## config.mk

```make
export PLATFORM = sky130hd
export DESIGN_NAME = execute_issue_controller_flat
export DESIGN_NICKNAME = d
export VERILOG_FILES = /design/src/rtl/execute_issue_if.sv /design/src/rtl/execute_issue_controller.sv /design/src/flat_wrapper.sv
export SDC_FILE = /design/constraint.sdc
export NUM_CORES = 1
export LEC_CHECK = 0
export ABC_AREA = 0
export BUFFER_PORTS_ARGS = -buffer_cell sky130_fd_sc_hd__buf_2
export CAP_MARGIN = 20
export CORE_MARGIN = 8
export CORE_UTILIZATION = 51
export DETAILED_ROUTE_END_ITERATION = 8
export PLACE_DENSITY = 0.78
export RECOVER_POWER = 50
export SYNTH_ARGS = -nofsm -noshare
export SYNTH_HDL_FRONTEND = slang
export SYNTH_SLANG_ARGS = --single-unit
```

## constraint.sdc

```tcl
create_clock -name clk -period 1.9 [get_ports clk]
set_input_delay 0.57 -clock clk [delete_from_list [all_inputs] [get_ports clk]]
set_output_delay 0.57 -clock clk [all_outputs]
set_load 0.03 [all_outputs]
```

## src/rtl/execute_issue_if.sv

```systemverilog
// Handshake bundle between decode, the execute issue controller and the memory stage.
interface execute_issue_if #(
    parameter int unsigned TAG_W = 5
);
    logic             id_valid;
    logic             id_ready;
    logic [1:0]       id_op_class;
    logic [TAG_W-1:0] id_tag;
    logic             ex_valid;
    logic             ex_ready;
    logic [TAG_W-1:0] ex_tag;

    modport master (
        output id_valid, id_op_class, id_tag, ex_ready,
        input  id_ready, ex_valid, ex_tag
    );

    modport slave (
        input  id_valid, id_op_class, id_tag, ex_ready,
        output id_ready, ex_valid, ex_tag
    );
endinterface

```

## src/rtl/execute_issue_controller.sv

```systemverilog
// Execute-stage sequencer: issues ALU/MUL/DIV work, holds the result slot until
// the memory stage takes it, and counts back-pressure cycles.
module execute_issue_controller #(
    parameter int unsigned MUL_LAT = 3,
    parameter int unsigned TAG_W   = 5,
    parameter int unsigned STALL_W = 16
) (
    input  logic               clk,
    input  logic               reset,
    execute_issue_if.slave     ifc,
    input  logic               flush,
    output logic               alu_en,
    output logic               mul_start,
    output logic               div_start,
    input  logic               div_done,
    output logic               unit_kill,
    output logic               execute_done,
    output logic               busy,
    output logic [STALL_W-1:0] stall_count
);
    localparam int unsigned CNT_W = 4;

    typedef enum logic [2:0] {
        IDLE,
        ALU_EX,
        MUL_WAIT,
        DIV_WAIT,
        HOLD
    } state_t;

    state_t             state_q, state_d;
    logic [CNT_W-1:0]   cnt_q, cnt_d;
    logic [TAG_W-1:0]   tag_q, tag_d;
    logic [STALL_W-1:0] stall_q;
    logic               id_ready;
    logic               accept;
    logic               ex_valid;

    // State, latency counter and result tag registers
    always_ff @(posedge clk or negedge reset) begin
        if (!reset) begin
            state_q <= IDLE;
            cnt_q   <= '0;
            tag_q   <= '0;
        end else begin
            state_q <= state_d;
            cnt_q   <= cnt_d;
            tag_q   <= tag_d;
        end
    end

    // Saturating count of cycles the held result is back-pressured
    always_ff @(posedge clk or negedge reset) begin
        if (!reset) begin
            stall_q <= '0;
        end else if (state_q == HOLD && !ifc.ex_ready && stall_q != '1) begin
            stall_q <= stall_q + STALL_W'(1);
        end
    end

    // Next-state and handshake/strobe decode; reset gates the combinational strobes
    always_comb begin
        state_d      = state_q;
        cnt_d        = cnt_q;
        tag_d        = tag_q;
        alu_en       = 1'b0;
        mul_start    = 1'b0;
        div_start    = 1'b0;
        ex_valid     = (state_q == HOLD);
        id_ready     = reset && !flush &&
                       (state_q == IDLE || (state_q == HOLD && ifc.ex_ready));
        accept       = ifc.id_valid && id_ready;
        execute_done = reset && ex_valid && ifc.ex_ready && !flush;
        unit_kill    = reset && flush && (state_q == MUL_WAIT || state_q == DIV_WAIT);

        unique case (state_q)
            ALU_EX:   state_d = HOLD;
            MUL_WAIT: begin
                if (cnt_q == CNT_W'(1)) begin
                    state_d = HOLD;
                end else begin
                    cnt_d = cnt_q - CNT_W'(1);
                end
            end
            DIV_WAIT: begin
                if (div_done) begin
                    state_d = HOLD;
                end
            end
            HOLD: begin
                if (ifc.ex_ready) begin
                    state_d = IDLE;
                end
            end
            default:  state_d = IDLE;
        endcase

        // A new accept overrides the HOLD->IDLE exit for back-to-back issue
        if (accept) begin
            tag_d = ifc.id_tag;
            unique case (ifc.id_op_class)
                2'b01: begin
                    mul_start = 1'b1;
                    cnt_d     = CNT_W'(MUL_LAT - 1);
                    state_d   = MUL_WAIT;
                end
                2'b10: begin
                    div_start = 1'b1;
                    state_d   = DIV_WAIT;
                end
                default: begin
                    alu_en  = 1'b1;
                    state_d = ALU_EX;
                end
            endcase
        end

        if (flush) begin
            state_d = IDLE;
        end
    end

    assign ifc.id_ready = id_ready;
    assign ifc.ex_valid = ex_valid;
    assign ifc.ex_tag   = tag_q;
    assign busy         = (state_q != IDLE);
    assign stall_count  = stall_q;
endmodule

```

## src/flat_wrapper.sv

```systemverilog
// flat-port wrapper written by rule: the top's interface ports become plain ports
module execute_issue_controller_flat 
#(
    parameter int unsigned MUL_LAT = 3,
    parameter int unsigned TAG_W   = 5,
    parameter int unsigned STALL_W = 16
)
  (clk, reset, flush, alu_en, mul_start, div_start, div_done, unit_kill, execute_done, busy, stall_count, ifc_id_valid, ifc_id_op_class, ifc_id_tag, ifc_ex_ready, ifc_id_ready, ifc_ex_valid, ifc_ex_tag);
  execute_issue_if #(.TAG_W(TAG_W)) ifc_i ();
  input  logic clk;
  input  logic reset;
  input  logic flush;
  output logic alu_en;
  output logic mul_start;
  output logic div_start;
  input  logic div_done;
  output logic unit_kill;
  output logic execute_done;
  output logic busy;
  output logic [STALL_W-1:0] stall_count;
  input wire logic [$bits(ifc_i.id_valid)-1:0] ifc_id_valid;
  input wire logic [$bits(ifc_i.id_op_class)-1:0] ifc_id_op_class;
  input wire logic [$bits(ifc_i.id_tag)-1:0] ifc_id_tag;
  input wire logic [$bits(ifc_i.ex_ready)-1:0] ifc_ex_ready;
  output wire logic [$bits(ifc_i.id_ready)-1:0] ifc_id_ready;
  output wire logic [$bits(ifc_i.ex_valid)-1:0] ifc_ex_valid;
  output wire logic [$bits(ifc_i.ex_tag)-1:0] ifc_ex_tag;
  assign ifc_i.id_valid = ifc_id_valid;
  assign ifc_i.id_op_class = ifc_id_op_class;
  assign ifc_i.id_tag = ifc_id_tag;
  assign ifc_i.ex_ready = ifc_ex_ready;
  assign ifc_id_ready = ifc_i.id_ready;
  assign ifc_ex_valid = ifc_i.ex_valid;
  assign ifc_ex_tag = ifc_i.ex_tag;
  execute_issue_controller #(.MUL_LAT(MUL_LAT), .TAG_W(TAG_W), .STALL_W(STALL_W)) u_core (.clk(clk), .reset(reset), .ifc(ifc_i), .flush(flush), .alu_en(alu_en), .mul_start(mul_start), .div_start(div_start), .div_done(div_done), .unit_kill(unit_kill), .execute_done(execute_done), .busy(busy), .stall_count(stall_count));
endmodule
```

==> flow_summary.ini <==
[run_status]
run_status = complete, but fails checks
failed_checks = setup timing

[grt]
gr-usage-all-layers_pct = 15.4
antenna_found_initial = 0
grt_pass1_wl_mm = 6.40
grt_overflow_total = 0
grt_max_degree = 29
grt_pass1_vias = 1396

[clock_network]
cts_buffer_depth = 2
clk_latency_ps = 320
htree_levels = 1
clk_pin_slew_worst_paths_ps = 150
ctsHoldBuffers = 0
cts_made_buffers = 3
clkSinkCount = 28
cts_root_buf = clkbuf_4
cts_tree = built

[final_layout]
finish.instance_area_um2 = 2100
finalNetCount = 223
area_delta_synth_final_pct = 41.5
nFillCells = 188
diodes = 0
final_cells = 235
drive_above_1_share_pct = 45.6

[synthesis]
synthCells = 142
yosysWarningCount = 0
ys_types = 37
synth_common_cells = dfrtp_1 (28), xor2_1 (12), nand2_1 (9), nor2_1 (9), inv_1 (8)
yosys_most_used_dff = dfrtp_1
synthesis.nets = 160
synth_top_area_share_pct = 47.2
syn_area_per_cell_um2 = 10.5
async_reset_ff_share_pct = 100
syn_area_um2 = 1480
yosysSeqAreaShare_pct = 47.2
synth-seq-cells = 28
synth_area_leaders = dfrtp_1 (47%), xor2_1 (7.1%), mux2_2 (4.6%), ha_1 (4.2%), and3_1 (3.0%)
yosysMostFrequentCell = dfrtp_1
yosysTopAreaCell = dfrtp_1
synth-edff-count = 0

[routing]
drt_wl_total_mm = 4.02
final_antenna_net_count = 0
viasPerCell = 5.72
first_pass_iters = 4
wl_per_cell_um = 17.1
vias = 1344
drtIter0Drc = 56
drc = 0

[floorplan]
dieArea_um2 = 4890
rows = 19
initial_core_util_pct = 53.8
fp.dieW_um = 69.9
die_y_um = 69.9
ios = 42
core-area_um2 = 2760

[pwr]
sequentialPowerShare_pct = 46.9
p_switching_w = 0.000599
clkPwrFrac_pct = 22.4
intPower_w = 0.00112
ir_drop_uv = 735
swShare_pct = 34.8
p_leak_nw = 1.06
p_total_w = 0.00172
p_comb_share_pct = 30.7
pwr_density_cell_nw_per_um2 = 820

[min_path]
worstHoldPathType = in -> reg
whs_endpoint = u_core.ifc.ex_tag[1]$_DFFE_PN0P_
min-delay-start = ifc_id_tag[1]
hold_depth = 2

[placed_design]
dp_hpwl_mm = 2.68
dpl_cell_area_um2 = 1810
gp_congestion = 0.875
numPortBuffers = 41
dp_cells = 224

[sta]
hold_viol_final = 0
slew-limit-headroom_pct = 53.7
timing.final.crit_share_pct = 111
fmax_ghz = 0.474
fin_crit_ps = 2110
setup_ws_ps = -212
slew_violations = 0
tightest_slew_ps = 694
rsz0062_at_grt = yes
setup_viol = 7
fin_skew_ps = 2.54

[setup_path]
critPathKind = in -> out
critPathArrivalTime_ps = 1540
worstSetupStartpointType = input pin
r2r_end = u_core.stall_count[14]$_DFFE_PN0P_
crit_path_end_kind = output port
critPathRequiredTime_ps = 1330
r2r-start = u_core.state_q[0]$_DFFE_PN0P_
critical_path.max_fanout = 3
r2r_slack_ps = 10
reg2reg_depth = 5

[run]
cap_violations = 0
-- kinds of logic after synthesis --
kind of cell | synth area share, %
compound gates | 5.31
simple gates | 26.1
xor+xnor | 8.85
mux | 5.23
flops | 47.2
fa+ha+maj | 4.22
buf+inv | 3.04
-- cell usage in the layout (no fill, tap or decap), drive strengths merged, types with 2 or more instances in the layout --
master  Yosys  routed
nand4       5       5
buf         1      57
nor4        7       7
nor2        9       9
nand2b      3       3
and3        7       7
o21ai       3       3
nor3        7       7
mux2        6       6
and2        2       2
nand3       6       6
or2         2       2
nand2       9       9
ha          5       5
nor2b       3       3
clkbuf      1       6
or3         2       2
xnor2       3       3
inv         8       8
dfrtp      28      28
xor2       12      12
-- worst max-delay path by stage --
stage	slack, ps	startpoint	endpoint
after global routing	-210	reset	div_start
final	-210	reset	alu_en
after CTS	-120	u_core.state_q[1]$_DFFE_PN0P_	alu_en
after floorplan	-60	reset	mul_start
after global placement	-100	ifc_ex_ready	u_core.stall_count[14]$_DFFE_PN0P_
after detailed placement	-140	ifc_ex_ready	u_core.stall_count[8]$_DFFE_PN0P_
-- area by class of cell --
| type | count | area (um^2) | area share, % |
|---|---|---|---|
| timing repair buffer | 60 | 399 | 19.0 |
| sequential | 28 | 703 | 33.5 |
| inverter | 8 | 30.0 | 1.43 |
| clock buffer | 3 | 22.5 | 1.07 |
| multi-input combinational | 104 | 876 | 41.7 |
| clock inverter | 1 | 30.0 | 1.43 |
| tap | 31 | 38.8 | 1.85 |
-- flip-flops by register name (all words and copies together) (netlist names) --
signal	count
u_core.state_q	3
u_core.cnt_q	4
u_core.ifc.ex_tag	5
u_core.stall_count	16
-- worst max-delay path: stages --
cell and delay [ps]:
buf_2 120, nor2b_1 290, and3_4 260, and3_4 180
buf_6 120
-- power groups by stage --
stage / combinational (W) / sequential, W / clock (W)
finish: 0.000528 / 0.000806 / 0.000386
global route: 0.000588 / 0.000827 / 0.000428
CTS: 0.000518 / 0.000794 / 0.000397
detailed placement: 0.000495 / 0.000801 / 0
global placement: 0.000468 / 0.000792 / 0
floorplan: 0.000216 / 0.000903 / 0
-- what timing repair did --
item / 4_1_cts / 5_1_grt
endpoints found under the setup margin: 8 / 19
pin swaps: 7 / 5
resized for setup: 22 / 23
setup buffers: 5 / 2
-- layer usage --
layer / GRT usage [%] / routed length (um) / vias to the layer above / share of wire, %
li1: - / - / 631 / -
met1: 17.9 / 1600 / 654 / 40
met2: 25.9 / 2060 / 49 / 51
met3: 5.65 / 259 / 10 / 6.4
met4: 4.46 / 94 / 0 / 2.3
met5: 0 / 0 / - / 0
-- per-stage QoR --
step | setup TNS [ps] | util [%] | setup slack (ps) | hold slack (ps)
final | -867 | 76.1 | -212 | 466
after global routing | -1150 | 76.1 | -213 | 423
after CTS | -534 | 72.5 | -120 | 376
after detailed placement | -917 | 65.8 | -139 | 482
after global placement | -530 | 65.8 | -105 | 480
after floorplan | -58.4 | - | -58.4 | 274
(Power assumes the default switching activity.)
